## src/rtl/router_hdr_rewrite_pkg.sv

```systemverilog
// Shared constants and types for the egress header-rewrite stage:
// header bit offsets in the first beat, one-hot NF/CPU queue codes and FSM state.
package router_hdr_rewrite_pkg;

    // Field LSBs inside the 256-bit first beat (Ethernet + IPv4, big-endian from bit 255)
    localparam int DMAC_LSB  = 208;
    localparam int SMAC_LSB  = 160;
    localparam int TTL_LSB   = 72;
    localparam int CKSUM_LSB = 48;

    localparam logic [7:0] NF0  = 8'h01;
    localparam logic [7:0] NF1  = 8'h04;
    localparam logic [7:0] NF2  = 8'h10;
    localparam logic [7:0] NF3  = 8'h40;
    localparam logic [7:0] CPU0 = 8'h02;
    localparam logic [7:0] CPU1 = 8'h08;
    localparam logic [7:0] CPU2 = 8'h20;
    localparam logic [7:0] CPU3 = 8'h80;

    localparam logic [7:0] NF_MASK  = NF0 | NF1 | NF2 | NF3;
    localparam logic [7:0] CPU_MASK = CPU0 | CPU1 | CPU2 | CPU3;

    typedef enum logic { S_HEAD, S_BODY } state_t;

    typedef enum logic [1:0] { C_PASS, C_FWD, C_MISS, C_TTL } class_t;

endpackage

```

## src/rtl/ip_cksum_ttl_dec.sv

```systemverilog
// Combinational TTL decrement with the matching incremental IPv4 checksum fix:
// HC' = HC + 0x0100 in one's-complement arithmetic (end-around carry folded back in).
module ip_cksum_ttl_dec (
    input  logic [7:0]  ttl,
    input  logic [15:0] cksum,
    output logic [7:0]  ttl_dec,
    output logic [15:0] cksum_new
);

    logic [16:0] sum;

    assign sum       = {1'b0, cksum} + 17'h00100;
    assign ttl_dec   = ttl - 8'd1;
    // A carry out can only occur when sum[15:0] <= 0x00FF, so folding it cannot overflow again.
    assign cksum_new = sum[15:0] + {15'd0, sum[16]};

endmodule

```

## src/rtl/router_hdr_rewrite.sv

```systemverilog
// Egress header-rewrite stage: classifies each packet on its first beat using the ARP
// lookup result, rewrites MACs/TTL/checksum on forward, or steers to the CPU queue.
module router_hdr_rewrite
    import router_hdr_rewrite_pkg::*;
#(
    parameter int C_DATA_WIDTH  = 256,
    parameter int C_TUSER_WIDTH = 128,
    parameter int SRC_PORT_POS  = 16,
    parameter int DST_PORT_POS  = 24
) (
    input  logic                       AXI_ACLK,
    input  logic                       AXI_RESET,

    input  logic [C_DATA_WIDTH-1:0]    S_AXIS_TDATA,
    input  logic [C_DATA_WIDTH/8-1:0]  S_AXIS_TSTRB,
    input  logic [C_TUSER_WIDTH-1:0]   S_AXIS_TUSER,
    input  logic                       S_AXIS_TVALID,
    input  logic                       S_AXIS_TLAST,
    output logic                       S_AXIS_TREADY,

    output logic [C_DATA_WIDTH-1:0]    M_AXIS_TDATA,
    output logic [C_DATA_WIDTH/8-1:0]  M_AXIS_TSTRB,
    output logic [C_TUSER_WIDTH-1:0]   M_AXIS_TUSER,
    output logic                       M_AXIS_TVALID,
    output logic                       M_AXIS_TLAST,
    input  logic                       M_AXIS_TREADY,

    input  logic                       lookup_valid,
    input  logic                       arp_hit,
    input  logic [47:0]                dest_mac,
    input  logic [7:0]                 oq_in,
    input  logic [47:0]                mac0,
    input  logic [47:0]                mac1,
    input  logic [47:0]                mac2,
    input  logic [47:0]                mac3,

    output logic [31:0]                forwarded_count,
    output logic [31:0]                arp_miss_count,
    output logic [31:0]                ttl_expired_count
);

    state_t                     state;
    class_t                     cls;
    logic                       accept;
    logic                       head_accept;
    logic                       oq_ok;
    logic [47:0]                port_mac;
    logic [7:0]                 src_port;
    logic [7:0]                 cpu_dst;
    logic [7:0]                 ttl_dec;
    logic [15:0]                cksum_new;
    logic [C_DATA_WIDTH-1:0]    head_data;
    logic [C_TUSER_WIDTH-1:0]   head_user;

    assign S_AXIS_TREADY = (!M_AXIS_TVALID || M_AXIS_TREADY) && (state == S_BODY || lookup_valid);
    assign accept        = S_AXIS_TVALID && S_AXIS_TREADY;
    assign head_accept   = accept && (state == S_HEAD);

    assign src_port = S_AXIS_TUSER[SRC_PORT_POS +: 8];
    assign cpu_dst  = (src_port << 1) & CPU_MASK;

    ip_cksum_ttl_dec u_cksum (
        .ttl       (S_AXIS_TDATA[TTL_LSB +: 8]),
        .cksum     (S_AXIS_TDATA[CKSUM_LSB +: 16]),
        .ttl_dec   (ttl_dec),
        .cksum_new (cksum_new)
    );

    always_comb begin
        // NOTE: every output of this block gets a default first so no path can infer a latch.
        oq_ok     = 1'b1;
        port_mac  = 48'd0;
        cls       = C_PASS;
        head_data = S_AXIS_TDATA;
        head_user = S_AXIS_TUSER;

        case (oq_in)
            NF0:     port_mac = mac0;
            NF1:     port_mac = mac1;
            NF2:     port_mac = mac2;
            NF3:     port_mac = mac3;
            default: oq_ok    = 1'b0;
        endcase

        // CPU-originated packets (no NF source bit) bypass classification entirely.
        if ((src_port & NF_MASK) == 8'd0)
            cls = C_PASS;
        else if (!arp_hit || !oq_ok)
            cls = C_MISS;
        else if (S_AXIS_TDATA[TTL_LSB +: 8] <= 8'd1)
            cls = C_TTL;
        else
            cls = C_FWD;

        case (cls)
            C_FWD: begin
                head_data[DMAC_LSB +: 48]  = dest_mac;
                head_data[SMAC_LSB +: 48]  = port_mac;
                head_data[TTL_LSB +: 8]    = ttl_dec;
                head_data[CKSUM_LSB +: 16] = cksum_new;
                head_user[DST_PORT_POS +: 8] = oq_in;
            end
            C_MISS, C_TTL: head_user[DST_PORT_POS +: 8] = cpu_dst;
            default: ;
        endcase
    end

    always_ff @(posedge AXI_ACLK or posedge AXI_RESET) begin
        if (AXI_RESET) begin
            state             <= S_HEAD;
            M_AXIS_TVALID     <= 1'b0;
            M_AXIS_TDATA      <= '0;
            M_AXIS_TSTRB      <= '0;
            M_AXIS_TUSER      <= '0;
            M_AXIS_TLAST      <= 1'b0;
            forwarded_count   <= 32'd0;
            arp_miss_count    <= 32'd0;
            ttl_expired_count <= 32'd0;
        end else begin
            // NOTE: non-blocking assignments keep every register update based on pre-edge values.
            if (accept) begin
                M_AXIS_TVALID <= 1'b1;
                M_AXIS_TDATA  <= (state == S_HEAD) ? head_data : S_AXIS_TDATA;
                M_AXIS_TUSER  <= (state == S_HEAD) ? head_user : S_AXIS_TUSER;
                M_AXIS_TSTRB  <= S_AXIS_TSTRB;
                M_AXIS_TLAST  <= S_AXIS_TLAST;
                state         <= S_AXIS_TLAST ? S_HEAD : S_BODY;
            end else if (M_AXIS_TREADY) begin
                M_AXIS_TVALID <= 1'b0;
            end

            if (head_accept) begin
                case (cls)
                    C_FWD:   forwarded_count   <= forwarded_count + 32'd1;
                    C_MISS:  arp_miss_count    <= arp_miss_count + 32'd1;
                    C_TTL:   ttl_expired_count <= ttl_expired_count + 32'd1;
                    default: ;
                endcase
            end
        end
    end

endmodule

```

## config.mk

```make
export PLATFORM = sky130hd
export DESIGN_NAME = router_hdr_rewrite
export DESIGN_NICKNAME = d
export VERILOG_FILES = /design/src/rtl/router_hdr_rewrite_pkg.sv /design/src/rtl/ip_cksum_ttl_dec.sv /design/src/rtl/router_hdr_rewrite.sv
export SDC_FILE = /design/constraint.sdc
export NUM_CORES = 1
export LEC_CHECK = 0
export CORE_AREA = 2 2 455 457
export CTS_CLUSTER_DIAMETER = 50
export DETAILED_ROUTE_END_ITERATION = 8
export DIE_AREA = 0 0 457 459
export PLACE_DENSITY = 0.34
export SLEW_MARGIN = 5
export SYNTH_ARGS = -nofsm -noshare
export SYNTH_HDL_FRONTEND = slang
export SYNTH_SLANG_ARGS = --single-unit
```

## constraint.sdc

```tcl
create_clock -name AXI_ACLK -period 18.7 [get_ports AXI_ACLK]
set_input_delay 3.74 -clock AXI_ACLK [delete_from_list [all_inputs] [get_ports AXI_ACLK]]
set_output_delay 3.74 -clock AXI_ACLK [all_outputs]
set_load 0.02 [all_outputs]
```

==> results.toml <==
[drt]
routed_wl_um = 164000
initialDrtViolationCount = 1496
dr.pass1.iters = 7
num_vias = 23200
vias_per_cell = 3.59
remaining_drc_errors = 0
routedWlPerCell_um = 25.5
drt.antenna.violating_nets = 0

[timing]
finalSetupViolations = 0
finalCriticalPeriod_ns = 9.36
fin_skew_ns = 0.0388
tns_ns = 0
post-route-period-util_pct = 50.1
worstMarginPinSlew_ns = 1.19
max_slew_margin_pct = 20.0
fmax_mhz = 107
rsz0062_at_grt = "false"
final_hold_viol_count = 0
drv_slew = 0

[finish]
syn_to_final_growth_pct = 82.4
fin_nets = 4331
drive_gt1_share_pct = 6.08
finish.instance_area_mm2 = 0.0409
final_core_util_pct = 19.9
final_common_cell = "clkdlybuf4s50_1"
layout_common_cells = "clkdlybuf4s50_1, nand2_1, dfrtp_1, o21ai_0, clkbuf_16"

[grt]
grt_start_max_net_pins = 140
grt_usage_pct = 15.2
grt_pass1_wl_um = 219000
gr-total-overflow = 0
grt_pass1_vias = 23900
grt_antenna_before_repair = 108

[clock_tree]
cts_tree = "done"
clock_path_buffers = 3
clk_transition_reported_paths_ns = 0.05
ctsResizeCount = 0
insertion_delay_ns = 0.74
clockRootBuffer = "clkbuf_16"
h-tree-depth = 3
postCtsSetupBuffers = 0
clock_sinks = 515
cts_buffers = 106
cts_hold_buf = 0

[yosys]
synthDistinctLibCells = 46
ys_seq_elements = 515
synth_warnings = 0
yosysSeqAreaShare_pct = 57.5
synth_nets = 3165
syn_inst = 2485
avgSynthCellArea_um2 = 9.02
mappedNetlistArea_mm2 = 0.0224

[worst_setup_path]
slowest_stage = "clkdlybuf4s50_1"
cp.required_ns = 14.96
cp_common_cell = "clkdlybuf4s50_1"
critPathLaunchType = "primary input"
end_kind = "output pin"
slowest_delay_ns = 0.74
worst-r2r-cell-count = 5
cp_data_arrival_time_ns = 5.62
cp_max_fo = 3
path_class = "primary input to output pin"
path_cells = "clkdlybuf4s50_1 > nand2b_1 > o21a_1 > clkdlybuf4s50_1"

[floorplanning]
io_pins = 1186
num_rows = 167
die_area_mm2 = 0.210
fp.coreArea_mm2 = 0.206
start_util_pct = 10.9
die_x_um = 457
die_h_um = 459

[placement]
port_buffers = 1185
place_area_mm2 = 0.0373
dp_hpwl_um = 133000
gp_congestion = 0.844

[worst_hold_path]
holdPathStages = 1
hp-class = "flip-flop to flip-flop"

[job]
cap_violations = 0

[power_and_ir_drop]
power_density_mw_per_mm2 = 117
ir_worst_vdd_mv = 0.0795
power_leakage_uw = 0.0173

[status]
status = "finished, final reports clean"
-- layout make-up --
class / count / area (um^2)
clock inverters: 56 / 584
multi-input cells: 1805 / 8890
diodes: 21 / 52.6
inverters: 12 / 52.6
flip-flops and latches: 515 / 12900
well taps: 2704 / 3380
repair buffers: 1211 / 12100
fillers: 22900 / 165000
clock buffers: 135 / 2940
-- cells in the mapped netlist (all sizes together) --
master   count  area share (%)
a211oi       2           0.067
a21oi        2           0.045
a222oi      52             2.3
a22o        48             1.9
a311oi       1           0.039
a31oi       53             1.5
and2         6            0.17
and3        30            0.84
and4        14            0.56
buf         31            0.81
clkbuf     122             2.0
dfrtp      515              58
ha           9            0.50
inv         12            0.20
mux2         3            0.15
mux2i        5            0.22
nand2     1130              19
nand2b       4            0.11
nand3       50             1.1
nand4       30            0.84
nand4b       2           0.078
nor2        85             1.4
nor2b        6            0.17
nor3        14            0.31
nor3b        1           0.056
nor4         8            0.22
nor4b        1           0.039
o2111ai      1           0.039
o211a        2           0.089
o211ai       1           0.034
o21a         3            0.10
o21ai      117             2.6
o311ai       1           0.039
o31ai        5            0.26
o41ai        1           0.039
or4          3            0.13
xnor2       76             3.0
xor2        39             1.5
-- final timing paths --
path	from	to	slack, ns
max	M_AXIS_TREADY	S_AXIS_TREADY	9.34
min	forwarded_count[31]	forwarded_count[31]	0.46
min in group asynchronous	AXI_RESET	M_AXIS_TDATA[103]	3.57
max in group asynchronous	AXI_RESET	forwarded_count[6]	12.68
min reg2reg	forwarded_count[31]	forwarded_count[31]	0.46
max reg2reg	state	ttl_expired_count[20]	14.76
-- cells by family after synthesis --
kind of cell,count (synthesis),synth area share [%]
flops,515,57.5
simple gates,1384,25.0
xor+xnor,115,4.50
fa+ha+maj,9,0.503
mux,8,0.374
compound gates,289,9.04
buf+inv,165,3.05
-- critical path: cells and delay by family --
family / cells / cell delay, ns
AO/OA/AOI/OAI: 1 / 0.31
AND/OR/NAND/NOR: 1 / 0.32
buffers and inverters: 2 / 1.24
-- stage by stage --
stage / setup WS, ns / hold WS, ns / cells / total power [uW]
after floorplan: 0.575 / 0.509 / 2485 / 2020
final: 9.34 / 0.464 / 6459 / 4800
after global routing: 9.22 / 0.490 / 6445 / 5040
after CTS: 9.15 / 0.470 / 6438 / 4920
after global placement: 9.12 / 0.458 / 6247 / 2950
after detailed placement: 9.16 / 0.461 / 6247 / 2950
-- sequential cells by signal (all words and copies together), names as in the netlist --
signal	count
state	1
M_AXIS_TSTRB	32
forwarded_count	32
M_AXIS_TUSER	128
M_AXIS_TVALID	1
ttl_expired_count	32
M_AXIS_TLAST	1
M_AXIS_TDATA	256
arp_miss_count	32
-- power by group --
group	switching (uW)	total [uW]	internal (uW)
clock network	715	1910	1190
registers	141	1480	1340
logic	813	1410	598
-- per-layer routing --
metal  up-vias  GRT usage (%)  share of wire, %
met5         -              0              0.39
met4       100           3.86               2.2
met3       264           7.20                11
met2       983           24.5                46
met1     11200           18.1                41
li1      10600              -                 -
(Power assumes the default switching activity.)
